==> src/rtl/decode_queue.sv <==
// RV32I front-end decode stage: decodes the fetched instruction combinationally
// and buffers the decoded fields in a small in-order queue ahead of execute.
module decode_queue #(
  parameter int XLEN  = 32,
  parameter int DEPTH = 2
) (
  input  logic            clk,
  input  logic            rst_n,
  input  logic            in_valid,
  output logic            in_ready,
  input  logic [31:0]     in_instr,
  input  logic [XLEN-1:0] in_pc,
  input  logic            flush_i,
  output logic [4:0]      rs1_addr_o,
  output logic [4:0]      rs2_addr_o,
  output logic            out_valid,
  input  logic            out_ready,
  output logic [31:0]     out_instr,
  output logic [XLEN-1:0] out_pc,
  output logic [XLEN-1:0] out_imm,
  output logic [4:0]      out_rd,
  output logic            out_rd_we,
  output logic            out_rs1_en,
  output logic            out_rs2_en,
  output logic            out_illegal
);

  localparam int PTR_W = (DEPTH > 1) ? $clog2(DEPTH) : 1;
  localparam int CNT_W = $clog2(DEPTH + 1);

  localparam logic [6:0] OPC_LOAD   = 7'b0000011;
  localparam logic [6:0] OPC_STORE  = 7'b0100011;
  localparam logic [6:0] OPC_OP     = 7'b0110011;
  localparam logic [6:0] OPC_OP_IMM = 7'b0010011;
  localparam logic [6:0] OPC_BRANCH = 7'b1100011;
  localparam logic [6:0] OPC_LUI    = 7'b0110111;
  localparam logic [6:0] OPC_AUIPC  = 7'b0010111;
  localparam logic [6:0] OPC_JAL    = 7'b1101111;
  localparam logic [6:0] OPC_JALR   = 7'b1100111;
  localparam logic [6:0] OPC_SYSTEM = 7'b1110011;

  typedef struct packed {
    logic [31:0]     instr;
    logic [XLEN-1:0] pc;
    logic [XLEN-1:0] imm;
    logic [4:0]      rd;
    logic            rd_we;
    logic            rs1_en;
    logic            rs2_en;
    logic            illegal;
  } entry_t;

  function automatic logic [PTR_W-1:0] ptr_inc(input logic [PTR_W-1:0] p);
    if (p == PTR_W'(DEPTH - 1)) begin
      return {PTR_W{1'b0}};
    end else begin
      return p + PTR_W'(1);
    end
  endfunction

  logic [6:0]       w_opcode;
  logic             w_rs1_en;
  logic             w_rs2_en;
  logic             w_wb;
  logic             w_illegal;
  logic             w_rd_we;
  logic [4:0]       w_rd;
  logic [31:0]      w_imm32;
  logic [XLEN-1:0]  w_imm;
  entry_t           w_entry;
  entry_t           w_head;
  logic             w_push;
  logic             w_pop;

  entry_t           r_mem [DEPTH];
  logic [PTR_W-1:0] r_wptr;
  logic [PTR_W-1:0] r_rptr;
  logic [CNT_W-1:0] r_count;

  assign w_opcode = in_instr[6:0];

  // Opcode classification and immediate selection for the incoming instruction.
  always_comb begin
    w_rs1_en  = 1'b0;
    w_rs2_en  = 1'b0;
    w_wb      = 1'b0;
    w_illegal = 1'b0;
    w_imm32   = 32'd0;
    case (w_opcode)
      OPC_LOAD: begin
        w_rs1_en = 1'b1;
        w_wb     = 1'b1;
        w_imm32  = {{20{in_instr[31]}}, in_instr[31:20]};
      end
      OPC_STORE: begin
        w_rs1_en = 1'b1;
        w_rs2_en = 1'b1;
        w_imm32  = {{20{in_instr[31]}}, in_instr[31:25], in_instr[11:7]};
      end
      OPC_OP: begin
        w_rs1_en = 1'b1;
        w_rs2_en = 1'b1;
        w_wb     = 1'b1;
      end
      OPC_OP_IMM: begin
        w_rs1_en = 1'b1;
        w_wb     = 1'b1;
        w_imm32  = {{20{in_instr[31]}}, in_instr[31:20]};
      end
      OPC_BRANCH: begin
        w_rs1_en = 1'b1;
        w_rs2_en = 1'b1;
        w_imm32  = {{19{in_instr[31]}}, in_instr[31], in_instr[7],
                    in_instr[30:25], in_instr[11:8], 1'b0};
      end
      OPC_LUI, OPC_AUIPC: begin
        w_wb    = 1'b1;
        w_imm32 = {in_instr[31:12], 12'd0};
      end
      OPC_JAL: begin
        w_wb    = 1'b1;
        w_imm32 = {{11{in_instr[31]}}, in_instr[31], in_instr[19:12],
                   in_instr[20], in_instr[30:21], 1'b0};
      end
      OPC_JALR: begin
        w_rs1_en = 1'b1;
        w_wb     = 1'b1;
        w_imm32  = {{20{in_instr[31]}}, in_instr[31:20]};
      end
      OPC_SYSTEM: begin
        w_imm32 = {{20{in_instr[31]}}, in_instr[31:20]};
      end
      default: begin
        w_illegal = 1'b1;
      end
    endcase
  end

  generate
    if (XLEN > 32) begin : g_imm_ext
      assign w_imm = {{(XLEN-32){w_imm32[31]}}, w_imm32};
    end else begin : g_imm_direct
      assign w_imm = w_imm32;
    end
  endgenerate

  // x0 is never a real destination, so writes to it are suppressed at decode.
  assign w_rd_we    = w_wb & (in_instr[11:7] != 5'd0);
  assign w_rd       = w_rd_we ? in_instr[11:7] : 5'd0;
  assign rs1_addr_o = w_rs1_en ? in_instr[19:15] : 5'd0;
  assign rs2_addr_o = w_rs2_en ? in_instr[24:20] : 5'd0;

  assign w_entry.instr   = in_instr;
  assign w_entry.pc      = in_pc;
  assign w_entry.imm     = w_imm;
  assign w_entry.rd      = w_rd;
  assign w_entry.rd_we   = w_rd_we;
  assign w_entry.rs1_en  = w_rs1_en;
  assign w_entry.rs2_en  = w_rs2_en;
  assign w_entry.illegal = w_illegal;

  // Readiness depends only on stored occupancy: a full queue never accepts even on a pop.
  assign in_ready  = (r_count < CNT_W'(DEPTH)) & ~flush_i;
  assign out_valid = (r_count != {CNT_W{1'b0}});
  assign w_push    = in_valid & in_ready;
  assign w_pop     = out_valid & out_ready;

  // Queue storage, pointers and occupancy; flush overrides push and pop.
  always_ff @(posedge clk or negedge rst_n) begin
    if (!rst_n) begin
      r_wptr  <= {PTR_W{1'b0}};
      r_rptr  <= {PTR_W{1'b0}};
      r_count <= {CNT_W{1'b0}};
      for (int i = 0; i < DEPTH; i++) begin
        r_mem[i] <= '0;
      end
    end else if (flush_i) begin
      r_wptr  <= {PTR_W{1'b0}};
      r_rptr  <= {PTR_W{1'b0}};
      r_count <= {CNT_W{1'b0}};
    end else begin
      if (w_push) begin
        r_mem[r_wptr] <= w_entry;
        r_wptr        <= ptr_inc(r_wptr);
      end
      if (w_pop) begin
        r_rptr <= ptr_inc(r_rptr);
      end
      case ({w_push, w_pop})
        2'b10:   r_count <= r_count + CNT_W'(1);
        2'b01:   r_count <= r_count - CNT_W'(1);
        default: r_count <= r_count;
      endcase
    end
  end

  // Head fields are forced to zero whenever the queue is empty.
  assign w_head      = out_valid ? r_mem[r_rptr] : '0;
  assign out_instr   = w_head.instr;
  assign out_pc      = w_head.pc;
  assign out_imm     = w_head.imm;
  assign out_rd      = w_head.rd;
  assign out_rd_we   = w_head.rd_we;
  assign out_rs1_en  = w_head.rs1_en;
  assign out_rs2_en  = w_head.rs2_en;
  assign out_illegal = w_head.illegal;

endmodule

==> config.mk <==
export PLATFORM = sky130hd
export DESIGN_NAME = decode_queue
export DESIGN_NICKNAME = d
export VERILOG_FILES = /design/src/rtl/decode_queue.sv
export SDC_FILE = /design/constraint.sdc
export NUM_CORES = 1
export LEC_CHECK = 0
export ABC_AREA = 1
export BUFFER_PORTS_ARGS = -buffer_cell sky130_fd_sc_hd__buf_2
export CAP_MARGIN = 20
export CORE_MARGIN = 2
export CORE_UTILIZATION = 30
export CTS_CLUSTER_DIAMETER = 80
export DETAILED_ROUTE_END_ITERATION = 6
export SLEW_MARGIN = 20
export SYNTH_ARGS = -nofsm -noshare
export SYNTH_HDL_FRONTEND = slang
export SYNTH_SLANG_ARGS = --single-unit
==> constraint.sdc <==
create_clock -name clk -period 2.55 [get_ports clk]
set_clock_uncertainty 0.2 [all_clocks]
set_input_delay 0 -clock clk [delete_from_list [all_inputs] [get_ports clk]]
set_output_delay 0 -clock clk [all_outputs]
set_load 0.05 [all_outputs]
After elaboration in Yosys (flattened, before gate mapping)
Index checks and enable logic that the tools add are counted. W data, S select, Z words.

Add/sub/neg operators: 4. $lt $le $gt $ge: 4. Eq/ne operators: 12. Multiplexer cells: 23. Bitwise gates (word level): 7. Reductions and logical operators: 13.

Operators by type and width (number): $mux W105 (5); $bwmux W210 (1); $pmux W32 S5 (1); $demux W105 S1 (1); $eq A7 B7 Y1 const B (4); $eq A7 B6 Y1 const B (3); $mux W5 (3); $eq A7 B5 Y1 const B (2); $mux W1 (10); $reduce_or A10 Y1 (1); $eq A7 B2 Y1 const B (1); $reduce_or A7 Y1 (1); $reduce_bool A2 Y1 (3); $reduce_or A6 Y1 (1); $reduce_bool A5 Y1 (1); $and A1 B1 Y1 (4); $ge A2 B2 Y1 const B (2); $not A1 Y2 (2); $pmux W2 S2 (1); $reduce_or A4 Y1 (1); $reduce_bool A3 Y1 (1); $reduce_or A3 Y1 (1); $add A1 B1 Y1 const B (2); $add A2 B1 Y2 const B (1); 10 further kinds (10).

Flip-flop bits (word level): 214. Bits of input ports: 69. Output and inout port bits: 117. Logic and storage cells: 82.

Longest topological paths before layout
Gate-level depths: netlist (run 1).

Depth after elaboration: 6. Gate-level depth with buffers: 11. Mapped depth without buffers: 10.

Least setup slack after synthesis (run 1)
Ideal clock, no wire load.

Path type: register to output. Start: register r_count[1]. End: output out_instr[22]. Data arrival time: 1.964 ns. Data required time: 2.350 ns. Setup slack: 0.386 ns. Cell stages (with the launch flop): 7. Path through: dfrtp_1 nor2_1 inv_1 buf_2 buf_2 o21ai_0 a21oi_1.

Word-level cells in the longest chain between the ends: 2.

Ends and longest elaborated chain: start: declaration (line 78) `logic [CNT_W-1:0] r_count;`; start signal: assignment (line 173) `r_count <= {CNT_W{1'b0}};`; start signal: assignment (line 180) `r_count <= {CNT_W{1'b0}};`; start signal: assignment (line 190) `2'b10: r_count <= r_count + CNT_W'(1);`; $reduce_bool A2 Y1 (line 164) `assign out_valid = (r_count != {CNT_W{1'b0}});`; named net out_valid (line 16) `output logic out_valid,`; $mux W105 (line 198) `assign w_head = out_valid ? r_mem[r_rptr] : '0;`; end: declaration (line 18) `output logic [31:0] out_instr,`.

The timed path passes the listed nets, and every way through them passes these cells.

Worst setup path in the final report (run 1)
Start: register r_rptr. End: output out_instr[4].

Word-level cells in the longest chain between the ends: 5.

Ends and longest elaborated chain: start: declaration (line 77) `logic [PTR_W-1:0] r_rptr;`; start signal: assignment (line 172) `r_rptr <= {PTR_W{1'b0}};`; start signal: assignment (line 179) `r_rptr <= {PTR_W{1'b0}};`; start signal: assignment (line 187) `r_rptr <= ptr_inc(r_rptr);`; $not A1 Y2 (implied by the code) (line 198); $mux W105 (implied by the code) (3 in series) (line 198); $mux W105 (line 198).

Every way passes these cells. The select of a mux whose other input is x is not followed.

==> summary.md, run 1 <==
| Metric | Value |
|---|---|
| Lkg Pwr | `~7.1 nW` |
| Fin area | `~14,000 um2` |
| Area of the core | `34,300 um2` |
| F_max | `~420 MHz` |
| WP data required | `around 2400 ps` |
| Synth Net Count | `around 1,400` |
| VDD IR-drop max | `0.000788 V` |
| Top cells by area, synth | `dfrtp_1 (52%), nand2_1 (21%), o21ai_0 (7.1%), a21oi_1 (5.2%), inv_1 (3.7%)` |
| Slew headroom | `50.6%` |
| First-pass GRT wire length | `between 50,000 and 60,000 um` |
| Post-place instance area | `12,000 um2` |
| Outcome | `complete, no violations` |
| CP endpoint kind | `output pin` |
| I/O pins | `around 190` |
| CP max stage delay | `550 ps` |
| Routed len/inst | `roughly 16 um` |
| Syn Area/Cell | `roughly 7.7 um2` |
| Drt pass-1 iters | `5` |
| Power density over the cells | `about 1100 nW/um2` |
| CP Max Fanout | `between 40 and 50` |
| Initial Utilization | `30.2%` |
| Clock slew at reported path FFs | `about 60 ps` |
| Die extent in x | `~190 um` |
| Post-synth top cells | `nand2_1 (566), dfrtp_1 (214), o21ai_0 (147), a21oi_1 (108), inv_1 (102)` |
| Hold Crit Class | `in2reg` |
| DRC Markers | `0` |
| Layout Nets | `1,641` |
| DP HPWL | `roughly 21,000 um` |
| Seq cells post-synth | `around 210` |
| Maxcap violations | `0` |
| Worst Tran Pin Value | `739 ps` |
| Clock insertion delay at the later pin of the skew report | `around 500 ps` |
| IO buf count | `approximately 190` |
| Sequential-to-total area share from yosys stat | `51.7%` |
| Main synth FF type | `dfrtp_1` |
| Clock sink count | `214` |
| Setup repair after global routing missed its margin | `no` |
| Most frequent cell after synthesis | `nand2_1` |
| Area delta synth->final | `30.5%` |
| Worst setup SP type | `flop` |
| Biggest area consumer among synthesized cells | `dfrtp_1` |
| Crit path DAT | `approximately 2200 ps` |
| Synth cell types | `26` |
| Fraction of registers with async set/reset | `between 90% and 100%` |
| Cell Area, Synth | `a little over 10,000 um2` |
| First DRT Iteration DRCs | `just over 600` |
| Rows | `approximately 70` |
| Post-DRT Antenna Nets | `0` |
| Tot GR Track Use | `between 10% and 20%` |
| Largest net degree at the start of global routing | `slightly above 100` |
| Yosys warns | `0` |
| Final WL | `32,500 um` |
| Minimum clock period after layout | `2390 ps` |
| Total gr overflow | `0` |
| Die height | `approximately 190 um` |
| Final Non-Filler Cells | `2,045` |
| Fillers | `roughly 3,500` |
| Die ar. | `about 36,000 um2` |
| Root Buffer | `clkbuf_16` |
| Worst path cell trace | `buf_4 -> o21ai_0 -> a21oi_1 -> buf_2` |
| Via Count | `between 9,000 and 10,000` |
| Placed cells | `slightly below 2,000` |
| Final hold vios | `0` |
| Synth top area share | `51.7%` |
| Worst Path Class, Setup | `reg2out` |
| CTS Buffer Depth | `3` |
| Routability Congestion | `0.868` |
| Antenna violations before repair | `1` |
| Vias per inst | `between 4 and 5` |
| CTS buffer count | `25` |
| CTS tree | `built` |
| # H-tree levels | `1` |
| Slowest-stage cell, CP | `dfrtp_4` |
| Fraction of layout cells with a size suffix above 1 | `a little under a fifth` |
| Post-synth EDFFs | `0` |
| Vias in the first global route | `between 9,000 and 10,000` |
| Syn Inst Count | `1,351` |
| Setup violators final | `0` |
| Period utilization | `93.7%` |
| Final setup TNS | `0 ps` |
| Final slew viol count | `0` |
-- registers in the layout (all words and copies together) (netlist names) --
| name | cells |
|---|---|
| r_mem | 210 |
| r_rptr | 1 |
| r_wptr | 1 |
| r_count | 2 |
-- repair_timing --
item,in CTS,in global routing
endpoints found under the hold margin,426,0
endpoints found under the setup margin,0,71
setup buffers,0,1
hold buffers,70,0
resized for setup,0,9
-- layout by cell type, fill, tap and decap left out, types with 23 or more instances in the layout --
master and n:
o21ai_0 147, nand2_1 566, clkbuf_16 26, a21oi_1 108, nand3_1 46, dfrtp_1 213
buf_2 167, buf_12 23, inv_1 101, dlygate4sd3_1 69
-- critical path, delay by kind of cell (launching register included) --
family                 cells  cell delay, ps
AO/OA/AOI/OAI              2             360
buffers and inverters      2             740
flip-flops                 1             550
-- where the power goes --
part	internal (mW)	total [mW]	switching [mW]
combinational	1.69	6.84	5.14
sequential	4.57	5.08	0.506
clock	2.04	3.45	1.41
total	8.31	15.4	7.06
-- path summary, 6_finish.rpt --
kind	depth (start not counted)	startpoint	slack, ps	to
max	4	r_rptr	160	out_instr[4]
max in group asynchronous	4	rst_n	870	r_mem[34]
min reg2reg	2	r_mem[206]	260	r_mem[206]
min	4	in_pc[18]	40	r_mem[164]
min in group asynchronous	3	rst_n	390	r_mem[176]
max reg2reg	8	r_count[1]	430	r_mem[6]
-- logic make-up after synthesis --
logic type             Yosys count  share of synthesized area [%]
and+or+nand+nor                680                           27.5
AOI/OAI and AO/OA              262                           12.7
DFF                            214                           51.7
buffers and inverters          195                           8.02
-- cell type report --
| class | count | area, um2 | share of cell area [%] |
|---|---|---|---|
| inverters | 109 | 414 | 3.07 |
| clock inverters | 8 | 71.3 | 0.528 |
| multi-input cells | 942 | 4180 | 31.0 |
| well taps | 455 | 569 | 4.21 |
| diodes | 1 | 2.50 | 0.0185 |
| flip-flops and latches | 214 | 5360 | 39.7 |
| repair buffers | 280 | 2190 | 16.2 |
| clock buffers | 36 | 717 | 5.31 |
-- stage by stage --
step / hold WS (ps) / power [mW] / utilization [%] / setup WS, ps
2_1_floorplan: -496 / 9.93 / - / 386
3_3_place_gp: -148 / 11.7 / 34.9 / 595
3_5_place_dp: -146 / 11.9 / 34.9 / 571
4_1_cts: 9.17 / 15.5 / 39.2 / 15.2
5_1_grt: 31.1 / 16.4 / 39.4 / 10.9
6_report: 36.7 / 15.4 / 39.4 / 161
-- per-layer routing --
layer  up-vias  share of wire [%]  wire length, um  global-route usage, %
li1       4703                  -                -                      -
met1      4585                 45            14500                   24.7
met2       342                 47            15200                   28.5
met3        44                6.5             2120                   2.62
met4         0                2.2              699                   4.80
met5         -                  0                0                      0
No activity file was read; power rests on OpenSTA's default activity.
==> run 2, diff against run 1 <==
--- a/config.mk
+++ b/config.mk
@@ -9,9 +9,10 @@
 export BUFFER_PORTS_ARGS = -buffer_cell sky130_fd_sc_hd__buf_2
 export CAP_MARGIN = 20
 export CORE_MARGIN = 2
-export CORE_UTILIZATION = 30
+export CORE_UTILIZATION = 45
 export CTS_CLUSTER_DIAMETER = 80
 export DETAILED_ROUTE_END_ITERATION = 6
+export PLACE_DENSITY = 0.69
 export SLEW_MARGIN = 20
 export SYNTH_ARGS = -nofsm -noshare
 export SYNTH_HDL_FRONTEND = slang
==> constraint.sdc (replaced) <==
create_clock -name clk -period 1.9 [get_ports clk]
set_clock_uncertainty 0.2 [all_clocks]
set_input_delay 0 -clock clk [delete_from_list [all_inputs] [get_ports clk]]
set_output_delay 0 -clock clk [all_outputs]
set_load 0.05 [all_outputs]
==> summary.md, run 2 (same netlist as run 1, synthesis figures left out) <==
| Metric | Value |
|---|---|
| First-pass GRT wire length | `55,500 um (+8.6%)` |
| DRC Markers | `0 (unchanged)` |
| Via Count | `11,000 (+13%)` |
| WP buf/inv | `3 (+1)` |
| CTS Buffer Depth | `3 (unchanged)` |
| Failing checks | `negative hold slack, negative setup slack` |
| Total gr overflow | `0 (unchanged)` |
| Slack of the critical path | `-197 ps (-358 ps)` |
| Die height | `156 um (-18%)` |
| Min Hold Slack | `-71.3 ps (-108 ps)` |
| Slowest-stage cell, CP | `dfrtp_4` |
| Worst setup SP type | `flop` |
| Initial Utilization | `45.7% (+16 points)` |
| Clock sink count | `214 (unchanged)` |
| Max reg flops | `210 (unchanged)` |
| Final WL | `40,500 um (+25%)` |
| Drt pass-1 iters | `6 (+1)` |
| F_max | `477 MHz` |
| Final core occ | `71.8% (+32 points)` |
| I/O pins | `186 (unchanged)` |
| Delay-heaviest family, CP | `buffers and inverters` |
| Worst Tran Pin Value | `396 ps (-343 ps)` |
| CTS tree | `built` |
| Period utilization | `110%` |
| Worst path cell trace | `buf_12 -> clkbuf_16 -> nand2_2 -> a21oi_4 -> buf_6` |
| Layout Nets | `1,707 (+4.0%)` |
| Final Non-Filler Cells | `1,941 (-5.1%)` |
| IO buf count | `185 (unchanged)` |
| Minimum clock period after layout | `2100 ps` |
| Fraction of layout cells with a size suffix above 1 | `31.9% (+13 points)` |
| Power density over the cells | `1710 nW/um2 (+51%)` |
| Outcome | `complete, but fails checks` |
| Worst Path Class, Setup | `reg2out` |
| First DRT Iteration DRCs | `1,367 (+130%)` |
| CP endpoint kind | `output pin` |
| Root Buffer | `clkbuf_16` |
| VDD IR-drop max | `0.000954 V (+21%)` |
| DP HPWL | `18,500 um (-11%)` |
| Final setup TNS | `-17,360 ps (-17,360 ps)` |
| Die ar. | `24,200 um2 (-33%)` |
| Setup violators final | `127 (+127)` |
| Maxcap violations | `0 (unchanged)` |
| Setup repair after global routing missed its margin | `yes` |
| # H-tree levels | `1 (unchanged)` |
| Clock slew at reported path FFs | `60 ps (about the same)` |
| Crit path DAT | `1900 ps (-290 ps)` |
| Area of the core | `22,600 um2 (-34%)` |
| Rows | `55 (-19%)` |
| Routability Congestion | `0.884 (+1.8%)` |
| Top flop regs | `r_mem: 210 flops, r_count: 2 flops` |
| Lkg Pwr | `8.06 nW (+13%)` |
| Commonest non-fill, non-tap cells in the layout | `nand2_1 (547), dfrtp_1 (212), inv_1 (99)` |
| Vias in the first global route | `10,400 (+12%)` |
| Tot GR Track Use | `28.9% (+11 points)` |
| CP Max Fanout | `9 (-80%)` |
| Largest net degree at the start of global routing | `87 (-15%)` |
| Vias per inst | `5.66 (+20%)` |
| Most common cell after layout, fill and taps aside | `nand2_1` |
| Post-DRT Antenna Nets | `0 (unchanged)` |
| Hold Crit Class | `in2reg` |
| CTS buffer count | `24 (-4.0%)` |
| Die extent in x | `156 um (-18%)` |
| WP data required | `1700 ps (-650 ps)` |
| Fillers | `1,517 (-56%)` |
| Slew headroom | `73.6% (+23 points)` |
| Diode count | `0 (-1)` |
| Antenna violations before repair | `0 (-1)` |
| Clock insertion delay at the later pin of the skew report | `520 ps (about the same)` |
| Final hold vios | `8 (+8)` |
| Final slew viol count | `0 (unchanged)` |
| Biggest register | `r_mem` |
| Design Power | `27.9 mW (+81%)` |
| Placed cells | `1,760 (-8.7%)` |
| Routed len/inst | `20.9 um (+31%)` |
| CP max stage delay | `540 ps (about the same)` |
| Area delta synth->final | `57.2%` |
run 2: where the power goes:
group | switching (mW) | internal [mW] | leakage (nW)
Clock | 1.99 | 3.21 | 0.434
Sequential | 0.996 | 6.14 | 2.75
Combinational | 9.66 | 5.86 | 4.87
Total | 12.6 | 15.2 | 8.06
run 2: worst register-to-register path: cells and delay by family, from the launching register on:
kind | cells | cell delay, ps
buffers and inverters | 3 | 480
and+or+nand+nor | 5 | 650
DFF | 1 | 420
run 2: path summary, 6_finish.rpt:
path                              from           to  slack, ps  cells after the start
min reg2reg                 r_mem[147]   r_mem[147]        280                      2
max                             r_rptr  out_imm[13]       -200                      5
min in group asynchronous        rst_n    r_mem[74]        320                      3
min                        in_instr[5]    r_mem[13]        -70                      7
max reg2reg                 r_count[1]   r_mem[168]         10                      8
max in group asynchronous        rst_n       r_rptr        500                      4
run 2: what timing repair did:
action	in CTS	in global routing
hold buffers	82	4
hold endpoints to repair	427	6
gates cloned	17	21
setup buffers	13	7
gates resized for setup	317	190
setup endpoints to repair	106	235
pin swaps	6	37
run 2: stage by stage:
step / cell area (um2) / setup WS [ps]
6_report: 16300 / -197
5_1_grt: 16300 / -234
4_1_cts: 15000 / -226
3_5_place_dp: 11800 / 146
3_3_place_gp: 11800 / 196
2_1_floorplan: 10500 / -75.5
run 2: final cells by class:
| type | instances | area, um2 | share of cell area [%] |
|---|---|---|---|
| Sequential cell | 214 | 5360 | 33.0 |
| Tap cell | 285 | 357 | 2.19 |
| Multi-Input combinational cell | 942 | 5280 | 32.5 |
| Timing Repair Buffer | 347 | 3960 | 24.3 |
| Clock buffer | 30 | 674 | 4.15 |
| Clock inverter | 14 | 215 | 1.32 |
| Inverter | 109 | 425 | 2.62 |
run 2: per-layer routing:
metal	vias up	wire length (um)	global-route usage, %
met2	675	19600	48.5
li1	4861	-	-
met1	5313	15400	38.8
met3	130	3700	4.69
met4	0	1700	8.52
met5	-	0	0
==> run 3, diff against run 2 <==
--- a/config.mk
+++ b/config.mk
@@ -12,7 +12,7 @@
 export CORE_UTILIZATION = 45
 export CTS_CLUSTER_DIAMETER = 80
 export DETAILED_ROUTE_END_ITERATION = 6
-export PLACE_DENSITY = 0.69
+export PLACE_DENSITY = 0.67
 export SLEW_MARGIN = 20
 export SYNTH_ARGS = -nofsm -noshare
 export SYNTH_HDL_FRONTEND = slang
==> constraint.sdc (replaced) <==
create_clock -name clk -period 2.25 [get_ports clk]
set_clock_uncertainty 0.2 [all_clocks]
set_input_delay 0 -clock clk [delete_from_list [all_inputs] [get_ports clk]]
set_output_delay 0 -clock clk [all_outputs]
set_load 0.05 [all_outputs]
==> summary.md, run 3 (same netlist as run 1, synthesis figures left out) <==
| Metric | Value |
|---|---|
| First-pass GRT wire length | `49,100 um (-12%)` |
| Clock slew at reported path FFs | `60 ps (about the same)` |
| Commonest non-fill, non-tap cells in the layout | `nand2_1 (565), dfrtp_1 (213), buf_2 (164)` |
| Layout Nets | `1,647 (-3.5%)` |
| Clock sink count | `214 (unchanged)` |
| Antenna violations before repair | `0 (unchanged)` |
| CP endpoint kind | `output pin` |
| Design Power | `17.4 mW (-38%)` |
| Final core occ | `58.4% (-13 points)` |
| Worst Setup SP | `in_instr[3]` |
| # H-tree levels | `1 (unchanged)` |
| Worst R2R Start | `r_count[1]` |
| Die height | `156 um (unchanged)` |
| F_max | `roughly 450 MHz` |
| Min-delay src | `in_instr[1]` |
| Top flop regs | `r_mem: 210 flops, r_count: 2 flops` |
| Setup violators final | `0 (-100%)` |
| Sw Ratio | `45.7% (+0.33 points)` |
| Rows | `55 (unchanged)` |
| Fraction of layout cells with a size suffix above 1 | `18.9% (-13 points)` |
| Root Buffer | `clkbuf_16` |
| Power density over the cells | `1310 nW/um2 (-23%)` |
| Combinational share of power | `45.3% (-10 points)` |
| Drt pass-1 iters | `5 (-1)` |
| Period utilization | `97.8%` |
| Hold Crit Class | `in2reg` |
| Setup repair after global routing missed its margin | `yes` |
| I/O pins | `186 (unchanged)` |
| Final hold vios | `0 (-8)` |
| CTS tree | `built` |
| Clock insertion delay at the later pin of the skew report | `510 ps (about the same)` |
| Die extent in x | `156 um (unchanged)` |
| Largest net degree at the start of global routing | `98 (+13%)` |
| First DRT Iteration DRCs | `850 (-38%)` |
| Final Non-Filler Cells | `1,876 (-3.3%)` |
| DP HPWL | `18,500 um (about the same)` |
| Pre-CTS WS | `419 ps (+273 ps)` |
| Vias per inst | `5.19 (-8.2%)` |
| Outcome | `complete, no violations` |
| Switch Pwr | `7.94 mW (-37%)` |
| CTS buffer count | `24 (unchanged)` |
| Tot GR Track Use | `25.1% (-3.8 points)` |
| Max reg flops | `210 (unchanged)` |
| Crit path DAT | `2000 ps (+100 ps)` |
| Routability Congestion | `0.897 (+1.5%)` |
| Placed cells | `1,762 (+0.11%)` |
| Internal Power | `9.43 mW (-38%)` |
| Biggest register | `r_mem` |
| Diode count | `0 (unchanged)` |
| Clk network pwr share | `21.6% (+2.9 points)` |
| Worst Path Class, Setup | `in2out` |
| Area delta synth->final | `27.7%` |
| Minimum clock period after layout | `around 2200 ps` |
| Via Count | `9,740 (-11%)` |
| Lkg Pwr | `7.11 nW (-12%)` |
| Sequential Power Share | `33.1% (+7.5 points)` |
| Routed len/inst | `16.2 um (-22%)` |
| Total gr overflow | `0 (unchanged)` |
| Area of the core | `22,600 um2 (unchanged)` |
| IO buf count | `185 (unchanged)` |
| Initial Utilization | `45.7% (unchanged)` |
| Slew headroom | `60.1% (-14 points)` |
| Final slew viol count | `0 (unchanged)` |
| CTS Buffer Depth | `3 (unchanged)` |
| Most common cell after layout, fill and taps aside | `nand2_1` |
| VDD IR-drop max | `0.000731 V (-23%)` |
| Post-DRT Antenna Nets | `0 (unchanged)` |
| Die ar. | `24,200 um2 (unchanged)` |
| Slack of the critical path | `49.0 ps (+246 ps)` |
| WP data required | `2050 ps (+350 ps)` |
| Worst setup SP type | `primary input` |
| Final setup TNS | `0 ps (+17,360 ps)` |
| Final WL | `30,300 um (-25%)` |
| Vias in the first global route | `9,562 (-7.9%)` |
| CP Max Fanout | `7 (-2)` |
| Worst Tran Pin Value | `598 ps (+203 ps)` |
| Maxcap violations | `0 (unchanged)` |
| DRC Markers | `0 (unchanged)` |
-- run 3: changes by cell type in the layout (fill, tap and decap cells not counted), moves of 29 or more --
cell / change
o21ai_2: -29
a21oi_1: +89
a21oi_4: -35
buf_2: +90
a21oi_2: -54
o21ai_0: +66
buf_6: -94
-- run 3: final timing paths --
kind                       cells past startpoint            end  slack (ps)
hold / removal                                 7     r_mem[115]          20
hold reg to reg                                2     r_mem[204]         260
min in group asynchronous                      3      r_mem[67]         420
setup reg to reg                               7      r_mem[74]         110
max in group asynchronous                      4      r_mem[38]         680
setup / recovery                              10  rs1_addr_o[4]          50
-- run 3: cell type report --
type	count	area (um2)
Tap cell	285	357
Clock inverter	5	50.0
Timing Repair Buffer	287	2150
Fill cell	2002	9430
Sequential cell	214	5360
Clock buffer	34	689
Inverter	109	417
Multi-Input combinational cell	942	4190
-- run 3: critical path, stage by stage --
cell and delay [ps]:
dlygate4sd3_1 540, buf_2 170, nor2_2 220, nand3_1 160, nor2_1 150, nor2_1 110
nand2_2 200, nand2_1 90, inv_1 90, buf_2 270
-- run 3: metal layers --
layer  up-vias  track usage, %  share of wire, %
met1      4580            33.6                43
met2       385            41.8                47
met5         -               0                 0
li1       4710               -                 -
met3        65            3.92               6.8
met4         0            8.61               3.0
-- run 3: per-stage QoR --
| step | hold slack [ps] | area (um2) |
|---|---|---|
| 5_1_grt | 43.6 | 13200 |
| 3_5_place_dp | -139 | 11600 |
| 2_1_floorplan | -496 | 10300 |
| 6_report | 24.4 | 13200 |
| 3_3_place_gp | -137 | 11600 |
| 4_1_cts | 25.8 | 13100 |
-- run 3: power by group through the flow --
stage                     combinational, mW  sequential, mW  clock (mW)
after detailed placement               7.52            5.77           0
after CTS                              7.73            5.72        3.83
after global routing                   8.55            5.88        3.98
after global placement                 7.42            5.73           0
after floorplan                        5.64            5.62           0
final                                  7.87            5.74        3.76
-- run 3: what timing repair did --
action                                  CTS  global route
pin swaps                                 0             1
resized for setup                         4            35
endpoints found under the setup margin   39            81
endpoints found under the hold margin   427             0
cloned                                    1             0
hold buffers                             73             0
buffers inserted                          0             1
